File: config.mk
export PLATFORM = sky130hd
export DESIGN_NAME = pc_fetch_unit
export DESIGN_NICKNAME = d
export VERILOG_FILES = /design/src/rtl/pc_fetch_unit.sv
export SDC_FILE = /design/constraint.sdc
export NUM_CORES = 1
export LEC_CHECK = 0
export BUFFER_PORTS_ARGS = -buffer_cell sky130_fd_sc_hd__buf_2
export CORE_MARGIN = 8
export CORE_UTILIZATION = 31
export DETAILED_ROUTE_END_ITERATION = 6
export SETUP_SLACK_MARGIN = 0.3
export SYNTH_ARGS = -nofsm -noshare
export SYNTH_HDL_FRONTEND = slang
export SYNTH_SLANG_ARGS = --single-unit
File: constraint.sdc
create_clock -name clk_i -period 5.47 [get_ports clk_i]
set_input_delay 0.2735 -clock clk_i [delete_from_list [all_inputs] [get_ports clk_i]]
set_output_delay 0.2735 -clock clk_i [all_outputs]
set_load 0.01 [all_outputs]
File: src/rtl/pc_fetch_unit.sv
// pc_fetch_unit
//   Program-counter unit for the multicycle datapath. Holds the PC, presents it
//   as the instruction address and runs a req/ack fetch handshake with the
//   instruction memory. It handles PC advance, branch/jump redirect, external
//   traps, misaligned-target traps and fetch timeouts. It also squashes any
//   fetch that a redirect or trap has made stale.
//
// Ports
//   clk_i             clock, rising edge
//   rst_i             synchronous reset, active-low
//   pc_en_i           advance PC to pc+4 (load-wait complete)
//   redirect_valid_i  branch/jump taken
//   redirect_pc_i     redirect target
//   trap_i            external trap request
//   imem_ack_i        memory accepted the request; instruction valid this cycle
//   iad_o             instruction address (= PC)
//   imem_req_o        fetch request, held with iad_o until ack
//   if_valid_o        one-cycle pulse: fetched instruction accepted
//   if_pc_o           PC of the instruction flagged by if_valid_o
//   epc_o             PC (or bad target) saved on trap
//   cause_o           0 none, 1 fetch timeout, 2 misaligned target, 3 external trap
//   fetch_err_o       one-cycle pulse on fetch timeout
//
// state    | meaning
// ---------+---------------------------------------------------------------
// S_FETCH  | request outstanding, PC frozen, waiting for imem_ack_i
// S_ISSUED | instruction in execution, waiting for pc_en/redirect/trap
module pc_fetch_unit #(
    parameter int unsigned     XLEN     = 32,
    parameter logic [XLEN-1:0] RESET_PC = XLEN'(32'h0001_0000),
    parameter logic [XLEN-1:0] TRAP_VEC = XLEN'(32'h0000_0080),
    parameter int unsigned     MAX_WAIT = 15
) (
    input  logic            clk_i,
    input  logic            rst_i,
    input  logic            pc_en_i,
    input  logic            redirect_valid_i,
    input  logic [XLEN-1:0] redirect_pc_i,
    input  logic            trap_i,
    input  logic            imem_ack_i,
    output logic [XLEN-1:0] iad_o,
    output logic            imem_req_o,
    output logic            if_valid_o,
    output logic [XLEN-1:0] if_pc_o,
    output logic [XLEN-1:0] epc_o,
    output logic [1:0]      cause_o,
    output logic            fetch_err_o
);

    typedef enum logic {S_FETCH, S_ISSUED} state_t;

    localparam logic [1:0] CAUSE_NONE     = 2'd0;
    localparam logic [1:0] CAUSE_TIMEOUT  = 2'd1;
    localparam logic [1:0] CAUSE_MISALIGN = 2'd2;
    localparam logic [1:0] CAUSE_EXT      = 2'd3;
    localparam logic [7:0] WAIT_LAST      = 8'(MAX_WAIT - 1);

    state_t          state_q, state_d;
    logic [XLEN-1:0] pc_q, pc_d;
    logic [7:0]      wait_cnt_q, wait_cnt_d;
    logic            if_valid_q, if_valid_d;
    logic [XLEN-1:0] if_pc_q, if_pc_d;
    logic [XLEN-1:0] epc_q, epc_d;
    logic [1:0]      cause_q, cause_d;
    logic            fetch_err_q, fetch_err_d;
    logic            pend_valid_q, pend_valid_d;
    logic            pend_trap_q, pend_trap_d;
    logic [XLEN-1:0] pend_pc_q, pend_pc_d;
    logic [1:0]      pend_cause_q, pend_cause_d;
    logic [XLEN-1:0] pend_epc_q, pend_epc_d;

    // This cycle's redirect/trap event. A misaligned redirect becomes a trap.
    logic            ev_any, ev_trap;
    logic [XLEN-1:0] ev_target, ev_epc;
    logic [1:0]      ev_cause;

    assign ev_any    = trap_i | redirect_valid_i;
    assign ev_trap   = trap_i | (redirect_valid_i & (redirect_pc_i[1:0] != 2'b00));
    assign ev_target = ev_trap ? TRAP_VEC : redirect_pc_i;
    assign ev_cause  = trap_i ? CAUSE_EXT : CAUSE_MISALIGN;
    assign ev_epc    = trap_i ? pc_q : redirect_pc_i;

    // Merge the event into the pending record. A new event replaces a pending
    // redirect, but a pending trap is only replaced by another trap.
    logic            take_new;
    logic            mrg_valid, mrg_trap;
    logic [XLEN-1:0] mrg_pc, mrg_epc;
    logic [1:0]      mrg_cause;

    assign take_new  = ev_any & (~pend_valid_q | ev_trap | ~pend_trap_q);
    assign mrg_valid = pend_valid_q | ev_any;
    assign mrg_trap  = take_new ? ev_trap   : pend_trap_q;
    assign mrg_pc    = take_new ? ev_target : pend_pc_q;
    assign mrg_cause = take_new ? ev_cause  : pend_cause_q;
    assign mrg_epc   = take_new ? ev_epc    : pend_epc_q;

    always_comb begin
        state_d      = state_q;
        pc_d         = pc_q;
        wait_cnt_d   = wait_cnt_q;
        if_valid_d   = 1'b0;
        if_pc_d      = if_pc_q;
        epc_d        = epc_q;
        cause_d      = cause_q;
        fetch_err_d  = 1'b0;
        pend_valid_d = pend_valid_q;
        pend_trap_d  = pend_trap_q;
        pend_pc_d    = pend_pc_q;
        pend_cause_d = pend_cause_q;
        pend_epc_d   = pend_epc_q;

        case (state_q)
            S_FETCH: begin
                if (imem_ack_i) begin
                    wait_cnt_d   = 8'd0;
                    pend_valid_d = 1'b0;
                    if (mrg_valid) begin
                        // Stale fetch: drop the instruction and refetch at the target.
                        pc_d = mrg_pc;
                        if (mrg_trap) begin
                            cause_d = mrg_cause;
                            epc_d   = mrg_epc;
                        end
                    end else begin
                        if_valid_d = 1'b1;
                        if_pc_d    = pc_q;
                        state_d    = S_ISSUED;
                    end
                end else if (wait_cnt_q == WAIT_LAST) begin
                    // The timeout wins over any same-cycle or pending event.
                    fetch_err_d  = 1'b1;
                    cause_d      = CAUSE_TIMEOUT;
                    epc_d        = pc_q;
                    pc_d         = TRAP_VEC;
                    wait_cnt_d   = 8'd0;
                    pend_valid_d = 1'b0;
                end else begin
                    wait_cnt_d   = wait_cnt_q + 8'd1;
                    pend_valid_d = mrg_valid;
                    pend_trap_d  = mrg_trap;
                    pend_pc_d    = mrg_pc;
                    pend_cause_d = mrg_cause;
                    pend_epc_d   = mrg_epc;
                end
            end
            S_ISSUED: begin
                if (ev_any) begin
                    pc_d       = ev_target;
                    state_d    = S_FETCH;
                    wait_cnt_d = 8'd0;
                    if (ev_trap) begin
                        cause_d = ev_cause;
                        epc_d   = ev_epc;
                    end
                end else if (pc_en_i) begin
                    pc_d       = pc_q + XLEN'(4);
                    state_d    = S_FETCH;
                    wait_cnt_d = 8'd0;
                end
            end
            default: state_d = S_FETCH;
        endcase
    end

    always_ff @(posedge clk_i) begin
        if (!rst_i) begin
            state_q      <= S_FETCH;
            pc_q         <= RESET_PC;
            wait_cnt_q   <= 8'd0;
            if_valid_q   <= 1'b0;
            if_pc_q      <= '0;
            epc_q        <= '0;
            cause_q      <= CAUSE_NONE;
            fetch_err_q  <= 1'b0;
            pend_valid_q <= 1'b0;
            pend_trap_q  <= 1'b0;
            pend_pc_q    <= '0;
            pend_cause_q <= CAUSE_NONE;
            pend_epc_q   <= '0;
        end else begin
            state_q      <= state_d;
            pc_q         <= pc_d;
            wait_cnt_q   <= wait_cnt_d;
            if_valid_q   <= if_valid_d;
            if_pc_q      <= if_pc_d;
            epc_q        <= epc_d;
            cause_q      <= cause_d;
            fetch_err_q  <= fetch_err_d;
            pend_valid_q <= pend_valid_d;
            pend_trap_q  <= pend_trap_d;
            pend_pc_q    <= pend_pc_d;
            pend_cause_q <= pend_cause_d;
            pend_epc_q   <= pend_epc_d;
        end
    end

    assign iad_o       = pc_q;
    assign imem_req_o  = (state_q == S_FETCH);
    assign if_valid_o  = if_valid_q;
    assign if_pc_o     = if_pc_q;
    assign epc_o       = epc_q;
    assign cause_o     = cause_q;
    assign fetch_err_o = fetch_err_q;

endmodule
# Word-level counts from Yosys, hierarchy flattened
# Cells that the tools add are included.
[totals] register_bits=177 latch_bits=0 ram_bits=0 romBits=0 in_bits=38 elab_cells=83 memories=0
[classes] add_sub_neg=2 n_mul=0 div_mod_pow=0 n_lt_le_gt_ge=0 eq_ne=7 shifts=0 n_mux=40 bitwise_logic=14 reduce_logical=7
[ops] operator="32-bit 2-to-1 mux" count=15
[ops] operator="32-bit case mux with 2 select lines" count=2
[ops] operator="32-bit by 3-bit adder with 32-bit output (second input constant)" count=1
[ops] operator="8-bit 2-to-1 mux" count=4
[ops] operator="8-bit case mux with 2 select lines" count=1
[ops] operator="2-bit 2-to-1 mux" count=7
[ops] operator="3-bit by 2-bit != test with 1-bit output (second input constant)" count=4
[ops] operator="1-bit 2-to-1 mux" count=9
[ops] operator="3-bit AND reduction" count=3
[ops] operator="8-bit by 1-bit adder with 8-bit output (second input constant)" count=1
[ops] operator="8-bit by 4-bit equality test with 1-bit output (second input constant)" count=1
[ops] operator="1-bit inverter" count=7
[ops] operator="1-bit bitwise OR" count=5
[ops] operator="5-bit AND reduction" count=1
[ops] operator="2-bit by 1-bit != test with 1-bit output (second input constant)" count=2
[ops] operator="2-bit case mux with 2 select lines" count=1
[ops] operator="3-bit OR reduction" count=1
[ops] operator="1-bit bitwise AND" count=2
[ops] operator="1-bit case mux with 2 select lines" count=1
[ops] operator="2-bit nonzero test" count=1
[ops] operator="2-bit OR reduction" count=1

# Longest topological paths before layout
[depth] word_depth=11 mapped_depth=9

# Worst setup path before layout
# OpenSTA, ideal clock, no wires.
[synth_path] path_type="reg2reg" start="register pc_q[2], in the netlist iad_o[2]" end="register pc_q[24], in the netlist iad_o[24]" setup_time_ns=0.119 t_arrival_ns=2.093 t_required_ns=5.351 path_slack_ns=3.258 stages_incl_launch_ff=8 n_path_buf=1 period_less_slack_ns=2.212 cell_sequence="dfxtp_1 ha_1 nand3_4 or4_1 buf_2 o31ai_1 a31oi_1 o221a_2"
[synth_between] elab_chain_len=4
[synth_rtl] item="start: declaration" line_no="59" source="logic [XLEN-1:0] pc_q, pc_d;"
[synth_rtl] item="start signal: assignment" line_no="182" source="pc_q <= pc_d;"
[synth_rtl] item="32-bit by 3-bit adder with 32-bit output" line_no="156" source="pc_d = pc_q + XLEN'(4);"
[synth_rtl] item="32-bit 2-to-1 mux" line_no="155" source="end else if (pc_en_i) begin"
[synth_rtl] item="32-bit 2-to-1 mux" line_no="147" source="if (ev_any) begin"
[synth_rtl] item="32-bit case mux with 2 select lines" line_no="112" source="case (state_q)"
# Every way passes these cells. The select of a mux whose other input is x is not followed.
# A chain may end at the register's enable or synchronous reset.

# Worst setup path after layout
[layout_path] start="register wait_cnt_q[0]" end="register pc_q[19], in the netlist iad_o[19]"
[layout_between] elab_chain_len=3
[layout_rtl] item="start: declaration" line_no="60" source="logic [7:0] wait_cnt_q, wait_cnt_d;"
[layout_rtl] item="start signal: assignment" line_no="183" source="wait_cnt_q <= wait_cnt_d;"
[layout_rtl] item="8-bit by 4-bit equality test with 1-bit output" line_no="129" source="end else if (wait_cnt_q == WAIT_LAST) begin"
[layout_rtl] item="3-bit by 2-bit != test with 1-bit output (no line)"
[layout_rtl] item="3-bit AND reduction (no line)"
# Every way passes these cells.

==> flow_summary_export.csv <==
group,metric,value,unit
logic_synthesis,synthCells,1077,
final_layout,area_delta_synth_final,16.4,%
setup_path,start_kind,"flip-flop",
floorplan,ios,139,
setup_path,cpPeakStageDelay,0.84,ns
timing,setup_tns,0,ns
final_layout,nets,1185,
detailed_routing,antenna_left,0,
timing,setup_violations,0,
floorplan,die_h,184,microns
floorplan,die_area,33700,sq um
grt,grt-ovfl-total,0,
logic_synthesis,synth_seq_cells,177,
cts,clk_latency,0.44,ns
pwr,power_leakage,3.84,nW
cts,numCtsBuffers,17,
final_layout,fin_area,10100,sq um
timing,max_clock_freq,321,MHz
setup_path,critPathBufInv,1,
setup_path,crit_required,5.79,ns
placed_design,gp_congestion,0.842,
cts,hold_buffers,0,
placed_design,place_area,9540,sq um
placed_design,hpwl,19900,microns
grt,grt_max_degree,106,
setup_path,cp_top_family,"simple AND/OR/NAND/NOR gates",
run,maxCapViolCount,0,
detailed_routing,vias,8383,
grt,grt_use_total,0.177,
final_layout,layout_common_cells,"177 x dfxtp_1, 152 x nand2_1, 138 x buf_2, 121 x a21oi_1, 96 x nor2_1",
logic_synthesis,synth.avg_cell_area,8.09,sq um
timing,fin_crit_sh,0.570,
logic_synthesis,synth_flop_cell,"dfxtp_1",
setup_path,critical_path.cell_chain,"inv_1, ha_1, nand4b_4, o41ai_4, nand3_1, a32o_1, or3_1",
min_path,hold_class,"primary input to flip-flop",
outcome,status,"complete, no violations",
final_layout,drive_gt1_frac,0.183,
setup_path,crit_path_end_kind,"flip-flop",
logic_synthesis,yosys_warnings,0,
detailed_routing,drc,0,
timing,hold_viol,0,
timing,layout_min_cycle_time,3.12,ns
timing,drv_slew,0,
cts,postCtsSetupRepairBufs,0,
timing,maxSlewHeadroom,0.241,
logic_synthesis,ys_seq_area_frac,0.407,
floorplan,coreArea,27700,sq um
floorplan,initial_core_util,0.314,
logic_synthesis,ys_types,83,
pwr,power_density,302,nW/um^2
logic_synthesis,syn_nets,1118,
logic_synthesis,synth_edf_count,0,
setup_path,crit_slowest_cell,"nand3_1",
cts,cts_tree,"yes",
cts,cts.sinks,177,
setup_path,worst-setup-path-type,"flip-flop to flip-flop",
logic_synthesis,syn_area,8710,sq um
timing,whs,0.0969,ns
detailed_routing,drt_pass1_iterations,7,
cts,cts.clk_slew.worst_paths,0.08,ns
detailed_routing,drt_iter0_markers,658,
final_layout,final_common_cell,"dfxtp_1",
final_layout,diodes,0,
cts,cts_resized,0,
timing,worstMarginPinSlew,1.13,ns
setup_path,rrSetupSlack,2.35,ns
logic_synthesis,synth-async-reset-ratio,0,
floorplan,num_rows,61,
timing,rsz0062_at_grt,"false",
timing,fin_worst_skew,0.0113,ns
detailed_routing,post_drt_via_cell_ratio,5.46,
detailed_routing,finalWirelength,29900,microns
final_layout,fillCellCount,2878,
placed_design,io_buffers,138,
floorplan,die_w,184,microns
cts,h-tree-depth,4,
pwr,ir_worst_vdd,0.201,mV
setup_path,critical_path_arrival,3.44,ns
cts,root_buffer,"clkbuf_16",
grt,grt_pass1_vias,7981,
detailed_routing,wire_per_inst,19.5,microns
grt,antenna_found_initial,3,
cts,clockBufferDepth,2,
setup_path,crit_fanout,20,
grt,grt_pass1_wl,47300,microns
-- registers in the layout (all words and copies together) (netlist names) --
name,flops
pend_valid_q,1
pend_trap_q,1
if_valid_o,1
epc_o,32
fetch_err_o,1
iad_o,32
state_q,1
pend_pc_q,32
cause_o,2
if_pc_o,32
wait_cnt_q,8
pend_cause_q,2
pend_epc_q,32
-- cells by family after synthesis --
family                   share of synthesized area
AND/OR/NAND/NOR                              0.229
buffers and inverters                       0.0611
flip-flops                                   0.407
multiplexers                                0.0425
AO/OA/AOI/OAI                                0.243
adder cells (fa/ha/maj)                    0.00431
XOR/XNOR                                    0.0131
-- path summary, 6_finish.rpt --
kind	from	end	depth (start not counted)
setup / recovery	wait_cnt_q[0]$_SDFFE_PN0P_	iad_o[19]$_SDFFE_PN0P_	7
setup reg to reg	wait_cnt_q[0]$_SDFFE_PN0P_	iad_o[19]$_SDFFE_PN0P_	7
hold reg to reg	epc_o[28]$_SDFFE_PN0P_	epc_o[28]$_SDFFE_PN0P_	2
hold / removal	redirect_pc_i[27]	iad_o[27]$_SDFFE_PN0P_	3
-- layout make-up --
cell class | instances | area (sq um) | area share
clock buffer | 18 | 439 | 0.0433
inverter | 12 | 47.5 | 0.00469
timing repair buffer | 151 | 801 | 0.0790
multi-input combinational | 785 | 4670 | 0.461
sequential | 177 | 3540 | 0.350
tap | 378 | 473 | 0.0467
clock inverter | 13 | 163 | 0.0160
-- power breakdown --
group | leakage [nW] | switching [W] | total [W] | internal (W)
Sequential | 1.44 | 0.0000581 | 0.00140 | 0.00135
Clock | 0.288 | 0.000563 | 0.00129 | 0.000730
Combinational | 2.11 | 0.000242 | 0.000367 | 0.000125
Total | 3.84 | 0.000863 | 0.00306 | 0.00220
-- metal layers --
layer	track usage	part of all wire
met1	0.233	0.46
met2	0.278	0.45
met3	0.0455	0.067
met4	0.0569	0.018
met5	0	0.0011
-- synth_stat cells (all sizes together) (11+ instances only) --
cell type,count,area [sq um]
nand3,49,258
o21ai,47,239
a221oi,11,103
clkbuf,56,214
a31oi,12,81.3
a21oi,123,619
inv,11,41.3
mux2i,37,370
nand4,20,125
nor2,97,367
o22ai,27,169
buf,47,273
a211oi,35,263
dfxtp,177,3540
or3,31,196
nand2,152,571
-- stage by stage --
step	power [W]	cells	worst slack, ns	util
after global routing	0.00319	1534	2.16	0.366
after floorplan	0.00166	1077	3.26	-
after CTS	0.00309	1534	2.37	0.366
final	0.00306	1534	2.35	0.366
after global placement	0.00179	1503	2.46	0.344
after detailed placement	0.00180	1503	2.39	0.344
-- worst reg2reg max path: stages (launching register included) --
cell      delay, ns
dfxtp_1        0.33
inv_1          0.10
ha_1           0.20
nand4b_4       0.14
o41ai_4        0.55
nand3_1        0.84
a32o_1         0.54
or3_1          0.31
Note: power is estimated with default switching activity, not from simulation.
